File: src/rtl/mmu_pkg.sv
// mmu_pkg: shared definitions for the MMU activation feeder.
//   DATA_WIDTH_DEFAULT : default activation width (matches PE input)
//   ROWS_DEFAULT       : default array row count
//   skew_state_t       : feeder FSM states {IDLE, STREAM, DRAIN}
//   drain_cnt_width()  : width of a counter that must hold ROWS-1
package mmu_pkg;

  localparam int DATA_WIDTH_DEFAULT = 16;
  localparam int ROWS_DEFAULT       = 8;

  typedef enum logic [1:0] {
    IDLE   = 2'd0,
    STREAM = 2'd1,
    DRAIN  = 2'd2
  } skew_state_t;

  // At least one bit so ROWS=1 still yields a legal vector.
  function automatic int drain_cnt_width(input int rows);
    return (rows > 1) ? $clog2(rows) : 1;
  endfunction

endpackage

File: src/rtl/mmu_act_skew_if.sv
// mmu_act_skew_if: row-vector input handshake of the activation feeder.
//   in_valid : vector present                      (master -> slave)
//   in_last  : vector is last of its stream         (master -> slave)
//   in_data  : ROWS lanes of DATA_WIDTH, lane r at [r*DATA_WIDTH +: DATA_WIDTH]
//   in_ready : feeder can accept                    (slave -> master)
interface mmu_act_skew_if
  import mmu_pkg::*;
#(
  parameter int ROWS       = ROWS_DEFAULT,
  parameter int DATA_WIDTH = DATA_WIDTH_DEFAULT
);

  logic                       in_valid;
  logic                       in_ready;
  logic                       in_last;
  logic [ROWS*DATA_WIDTH-1:0] in_data;

  modport master (
    output in_valid,
    output in_last,
    output in_data,
    input  in_ready
  );

  modport slave (
    input  in_valid,
    input  in_last,
    input  in_data,
    output in_ready
  );

endinterface

File: src/rtl/mmu_skew_delay.sv
// mmu_skew_delay: one skew lane, a DEPTH-stage shift register of {valid, data}.
//   clk       : clock, rising edge
//   rst       : asynchronous reset, active-high (clears every stage)
//   valid_in  : stage-0 valid (the top's accept)
//   data_in   : stage-0 data (one activation lane)
//   valid_out : last-stage valid -> PE row enable
//   data_out  : last-stage data  -> PE row activation
// Build option MMU_ACT_SKEW_ZERO_FILL_EN: bubble stages carry zero data.
// Without it, data only advances behind a valid, so every stage (and the
// output) keeps the last valid activation it saw during bubbles.
module mmu_skew_delay #(
  parameter int DEPTH = 1,
  parameter int WIDTH = 16
) (
  input  logic             clk,
  input  logic             rst,
  input  logic             valid_in,
  input  logic [WIDTH-1:0] data_in,
  output logic             valid_out,
  output logic [WIDTH-1:0] data_out
);

  logic [DEPTH-1:0]            valid_reg;
  logic [DEPTH-1:0][WIDTH-1:0] data_reg;

  always_ff @(posedge clk or posedge rst) begin
    if (rst) begin
      valid_reg <= '0;
      data_reg  <= '0;
    end else begin
      valid_reg[0] <= valid_in;
`ifdef MMU_ACT_SKEW_ZERO_FILL_EN
      data_reg[0] <= valid_in ? data_in : '0;
`else
      if (valid_in) data_reg[0] <= data_in;
`endif
      for (int i = 1; i < DEPTH; i++) begin
        valid_reg[i] <= valid_reg[i-1];
`ifdef MMU_ACT_SKEW_ZERO_FILL_EN
        data_reg[i] <= valid_reg[i-1] ? data_reg[i-1] : '0;
`else
        if (valid_reg[i-1]) data_reg[i] <= data_reg[i-1];
`endif
      end
    end
  end

  assign valid_out = valid_reg[DEPTH-1];
  assign data_out  = data_reg[DEPTH-1];

endmodule

File: src/rtl/mmu_act_skew.sv
// mmu_act_skew: activation feeder for the MMU systolic array.
// Accepts one ROWS-lane vector per cycle and re-times it into a diagonal
// wavefront: lane r appears on PE row r exactly r+1 cycles after accept,
// with its own enable. done pulses when the last activation of a stream
// reaches row ROWS-1.
//   clk     : clock, rising edge
//   rst     : asynchronous reset, active-high
//   in_if   : mmu_act_skew_if.slave (in_valid, in_ready, in_last, in_data)
//   act_out : skewed activations, lane r -> PE row r
//   en_out  : per-row enable, bit r -> PE row r
//   busy    : stream in progress (state != IDLE)
//   done    : one-cycle pulse coinciding with the final en_out[ROWS-1]
// Build option MMU_ACT_SKEW_ZERO_FILL_EN: act_out lane is 0 whenever its
// enable is 0; otherwise the lane holds its last enabled value.
module mmu_act_skew
  import mmu_pkg::*;
#(
  parameter int DATA_WIDTH = DATA_WIDTH_DEFAULT,
  parameter int ROWS       = ROWS_DEFAULT
) (
  input  logic                       clk,
  input  logic                       rst,
  mmu_act_skew_if.slave              in_if,
  output logic [ROWS*DATA_WIDTH-1:0] act_out,
  output logic [ROWS-1:0]            en_out,
  output logic                       busy,
  output logic                       done
);

  localparam int              CNT_W    = drain_cnt_width(ROWS);
  localparam logic [CNT_W-1:0] CNT_LOAD = CNT_W'(ROWS - 1);
  localparam logic [CNT_W-1:0] CNT_ONE  = CNT_W'(1);

  skew_state_t      state_reg;
  logic [CNT_W-1:0] drain_cnt_reg;
  logic             done_reg;
  logic             busy_reg;
  logic             accept;

  // The skew lines never stall, so the only reason to refuse input is the
  // drain window (and reset).
  assign in_if.in_ready = (state_reg != DRAIN) && !rst;
  assign accept         = in_if.in_valid && in_if.in_ready;

  // done is registered: it is raised one cycle early, when the counter is
  // about to hit zero, or immediately on the last accept when ROWS==1
  // (the drain window is then a single cycle).
  always_ff @(posedge clk or posedge rst) begin
    if (rst) begin
      state_reg     <= IDLE;
      drain_cnt_reg <= '0;
      done_reg      <= 1'b0;
      busy_reg      <= 1'b0;
    end else begin
      done_reg <= 1'b0;
      case (state_reg)
        IDLE, STREAM: begin
          if (accept) begin
            busy_reg <= 1'b1;
            if (in_if.in_last) begin
              state_reg     <= DRAIN;
              drain_cnt_reg <= CNT_LOAD;
              done_reg      <= (ROWS == 1);
            end else begin
              state_reg <= STREAM;
            end
          end
        end
        DRAIN: begin
          if (drain_cnt_reg == '0) begin
            state_reg <= IDLE;
            busy_reg  <= 1'b0;
          end else begin
            drain_cnt_reg <= drain_cnt_reg - CNT_ONE;
            done_reg      <= (drain_cnt_reg == CNT_ONE);
          end
        end
        default: begin
          state_reg <= IDLE;
          busy_reg  <= 1'b0;
        end
      endcase
    end
  end

  assign done = done_reg;
  assign busy = busy_reg;

  // Lane r gets r+1 stages so accept at t shows on row r in cycle t+1+r.
  genvar gi;
  generate
    for (gi = 0; gi < ROWS; gi++) begin : g_lane
      mmu_skew_delay #(
        .DEPTH (gi + 1),
        .WIDTH (DATA_WIDTH)
      ) u_delay (
        .clk       (clk),
        .rst       (rst),
        .valid_in  (accept),
        .data_in   (in_if.in_data[gi*DATA_WIDTH +: DATA_WIDTH]),
        .valid_out (en_out[gi]),
        .data_out  (act_out[gi*DATA_WIDTH +: DATA_WIDTH])
      );
    end
  endgenerate

endmodule

File: src/flat_wrapper.sv
// flat-port wrapper written by rule: the top's interface ports become plain ports
module mmu_act_skew_flat import mmu_pkg::*;
#(
  parameter int DATA_WIDTH = DATA_WIDTH_DEFAULT,
  parameter int ROWS       = ROWS_DEFAULT
)
  (clk, rst, act_out, en_out, busy, done, in_if_in_valid, in_if_in_last, in_if_in_data, in_if_in_ready);
  mmu_act_skew_if #(.ROWS(ROWS), .DATA_WIDTH(DATA_WIDTH)) in_if_i ();
  input  logic clk;
  input  logic rst;
  output logic [ROWS*DATA_WIDTH-1:0] act_out;
  output logic [ROWS-1:0] en_out;
  output logic busy;
  output logic done;
  input wire logic [$bits(in_if_i.in_valid)-1:0] in_if_in_valid;
  input wire logic [$bits(in_if_i.in_last)-1:0] in_if_in_last;
  input wire logic [$bits(in_if_i.in_data)-1:0] in_if_in_data;
  output wire logic [$bits(in_if_i.in_ready)-1:0] in_if_in_ready;
  assign in_if_i.in_valid = in_if_in_valid;
  assign in_if_i.in_last = in_if_in_last;
  assign in_if_i.in_data = in_if_in_data;
  assign in_if_in_ready = in_if_i.in_ready;
  mmu_act_skew #(.DATA_WIDTH(DATA_WIDTH), .ROWS(ROWS)) u_core (.clk(clk), .rst(rst), .in_if(in_if_i), .act_out(act_out), .en_out(en_out), .busy(busy), .done(done));
endmodule
File: config.mk
export PLATFORM = sky130hd
export DESIGN_NAME = mmu_act_skew_flat
export DESIGN_NICKNAME = d
export VERILOG_FILES = /design/src/rtl/mmu_pkg.sv /design/src/rtl/mmu_act_skew_if.sv /design/src/rtl/mmu_skew_delay.sv /design/src/rtl/mmu_act_skew.sv /design/src/flat_wrapper.sv
export SDC_FILE = /design/constraint.sdc
export NUM_CORES = 1
export LEC_CHECK = 0
export CAP_MARGIN = 20
export CORE_ASPECT_RATIO = 0.6
export CORE_MARGIN = 3
export CORE_UTILIZATION = 30
export CTS_CLUSTER_DIAMETER = 200
export CTS_CLUSTER_SIZE = 28
export DETAILED_ROUTE_END_ITERATION = 8
export SLEW_MARGIN = 20
export SYNTH_ARGS = -nofsm -noshare
export SYNTH_HDL_FRONTEND = slang
export SYNTH_SLANG_ARGS = --single-unit
File: constraint.sdc
create_clock -name clk -period 61.2 [get_ports clk]
set_clock_uncertainty 0.1 [all_clocks]
set_input_delay 12.24 -clock clk [delete_from_list [all_inputs] [get_ports clk]]
set_output_delay 12.24 -clock clk [all_outputs]
set_load 0.1 [all_outputs]
==> flow_summary.yaml <==
setup_path:
  path_max_fanout: 3
  arrival_ps: 14060
  cp.required_ps: 48860
  r2r_setup_slack_ps: 58380
  endpoint_kind: "output port"
  rr_worst_depth: 4
  path_class: "in -> out"
  start_kind: "input pin"
finish:
  syn2layout_area_growth_pct: 14.8
  final-seq-area_um2: 14800
  multi_input_area_um2: 7000
  n_antenna_cell: 0
  layout-drive-gt1-share_pct: 41.6
  nNetsFinal: 1639
  n_fill_cell: 7152
  final_area_um2: 26600
  largest_reg_flops: 448
clocking:
  clk_path_buf_depth: 3
  cts_buffers: 25
  cts_tree: "built"
  cts_root_buf: "clkbuf_16"
  clk_latency_ps: 610
  postCtsResizedCells: 0
  cts_hold_buf: 0
  clock-sinks: 591
  cts_setup_buffers: 0
  cts.htree.levels: 1
  cts.reportedPaths.clkPinSlew_ps: 100
global_routing:
  grt_overflow: 0
  grt_pass1_wl_mm: 73.3
  grt_antenna_before_repair: 4
  grt_pass1_vias: 12271
  grt_max_degree: 170
  grt_util_all_layers_pct: 11.4
timing:
  worst_slew_pin_slew_ps: 1190
  rsz0062_at_grt: "false"
  fin_crit_ps: 26400
  fin_tns_setup_ps: 0
  finalMaxSlewViolations: 0
  relSlewSlack_pct: 20.4
  hold_viol: 0
  post-route-period-util_pct: 43.1
  fmax_mhz: 37.9
  setup_viol: 0
routing:
  first_pass_iters: 4
  routed_wl_mm: 46.4
  route.detailed.drc: 0
  vias: 10974
  wl_per_cell_um: 18.5
  vias_per_cell: 4.37
  drt_iter0_drc: 420
  antenna_left: 0
synthesis:
  synth_cells: 1379
  syn-cell-area_um2: 23200
  synth-seq-cells: 591
  synth_fa_ha_area_share_pct: 0.162
  yosys.area_share.simple_pct: 0.330
  ys_types: 26
  synth_seq_area_share_pct: 63.9
  synthMuxAreaShare_pct: 29.5
  synth_fp_nets: 1514
  synth_top_family_by_area: "multiplexers"
  avgSynthCellArea_um2: 16.8
  synth_compound_area_share_pct: 0.205
  yosys_warnings: 0
  synth_xor_area_share_pct: 0
place:
  placed_area_um2: 25900
  place.gp.congestion: 0.709
  detailed_place_hpwl_mm: 28.1
  port-buffer-count: 270
die:
  io_pins: 271
  core_area_um2: 76000
  die_h_um: 221
  die_area_um2: 80700
  fp-row-count: 78
  die_w_um: 365
  start_util_pct: 30.5
worst_hold_path:
  holdPathStages: 1
  hold_class: "reg -> reg"
flow_run:
  cap_violations: 0
outcome:
  status: "completed"
## routing by layer
layer  vias up  global-route usage, %  routed length (um)
li1       4891                      -                   -
met1      5900                   16.5               22700
met2       140                   18.0               21000
met3        37                   2.54                1960
met4         6                   1.49                 614
met5         -                      0                  35
## metrics by stage
step	util [%]	cells	setup slack [ps]	hold WS, ps
floorplan	-	1379	32280	273
global placement	34.1	2477	34720	377
detailed placement	34.1	2477	34790	387
CTS	35.0	2509	34790	374
global route	35.0	2509	34750	407
finish	35.0	2509	34800	383
## final cells by class
class / instances / area share (%)
Tap cell: 1000 / 4.71
Timing Repair Buffer: 283 / 10.6
Inverter: 4 / 0.0847
Clock buffer: 30 / 2.42
Multi-Input combinational cell: 599 / 26.3
Sequential cell: 591 / 55.7
Clock inverter: 2 / 0.146
## synth_stat cells (all sizes together)
master / count / share of area, %
nor2b: 1 / 0.027
mux2: 577 / 30
nand2: 2 / 0.032
a211oi: 1 / 0.032
inv: 4 / 0.065
nor3: 1 / 0.022
nor4bb: 1 / 0.043
ha: 3 / 0.16
and3: 2 / 0.076
nor3b: 1 / 0.032
a2bb2oi: 1 / 0.038
o32a: 1 / 0.043
nor2: 2 / 0.032
buf: 171 / 5.6
clkbuf: 14 / 0.23
a21oi: 3 / 0.065
dfrtp: 591 / 64
nand2b: 2 / 0.065
a31oi: 1 / 0.027
## critical path: stages
cell	delay, ps
clkdlybuf4s50_1	530
nor2_1	140
clkdlybuf4s50_1	1140
## cells by family (layout without fill, tap and decap cells)
logic type,count (synthesis),after routing
multiplexers,577,577
buffers and inverters,189,319
flip-flops,591,591
AND/OR/NAND/NOR,12,12
AO/OA/AOI/OAI,7,7
adder cells (fa/ha/maj),3,3
## worst paths after layout
path	from	end
min in group asynchronous	rst	u_core.state_reg[0]
hold reg to reg	u_core.g_lane[4].u_delay.data_reg[2]	u_core.g_lane[4].u_delay.data_reg[18]
hold / removal	u_core.g_lane[4].u_delay.data_reg[2]	u_core.g_lane[4].u_delay.data_reg[18]
max in group asynchronous	rst	u_core.g_lane[0].u_delay.data_out[14]
setup / recovery	rst	in_if_in_ready
setup reg to reg	u_core.state_reg[1]	u_core.g_lane[2].u_delay.data_reg[5]
## placed cells by master (no fill, tap or decap), types with 5 or more instances in the layout
cell / n
dfrtp_1: 585
clkbuf_16: 25
dfrtp_4: 5
mux2_2: 487
clkdlybuf4s50_1: 268
buf_4: 10
clkbuf_1: 5
mux2_4: 90
Power is not shown: default switching activity piles up to over one toggle a cycle in this logic, so the estimate is an artifact.
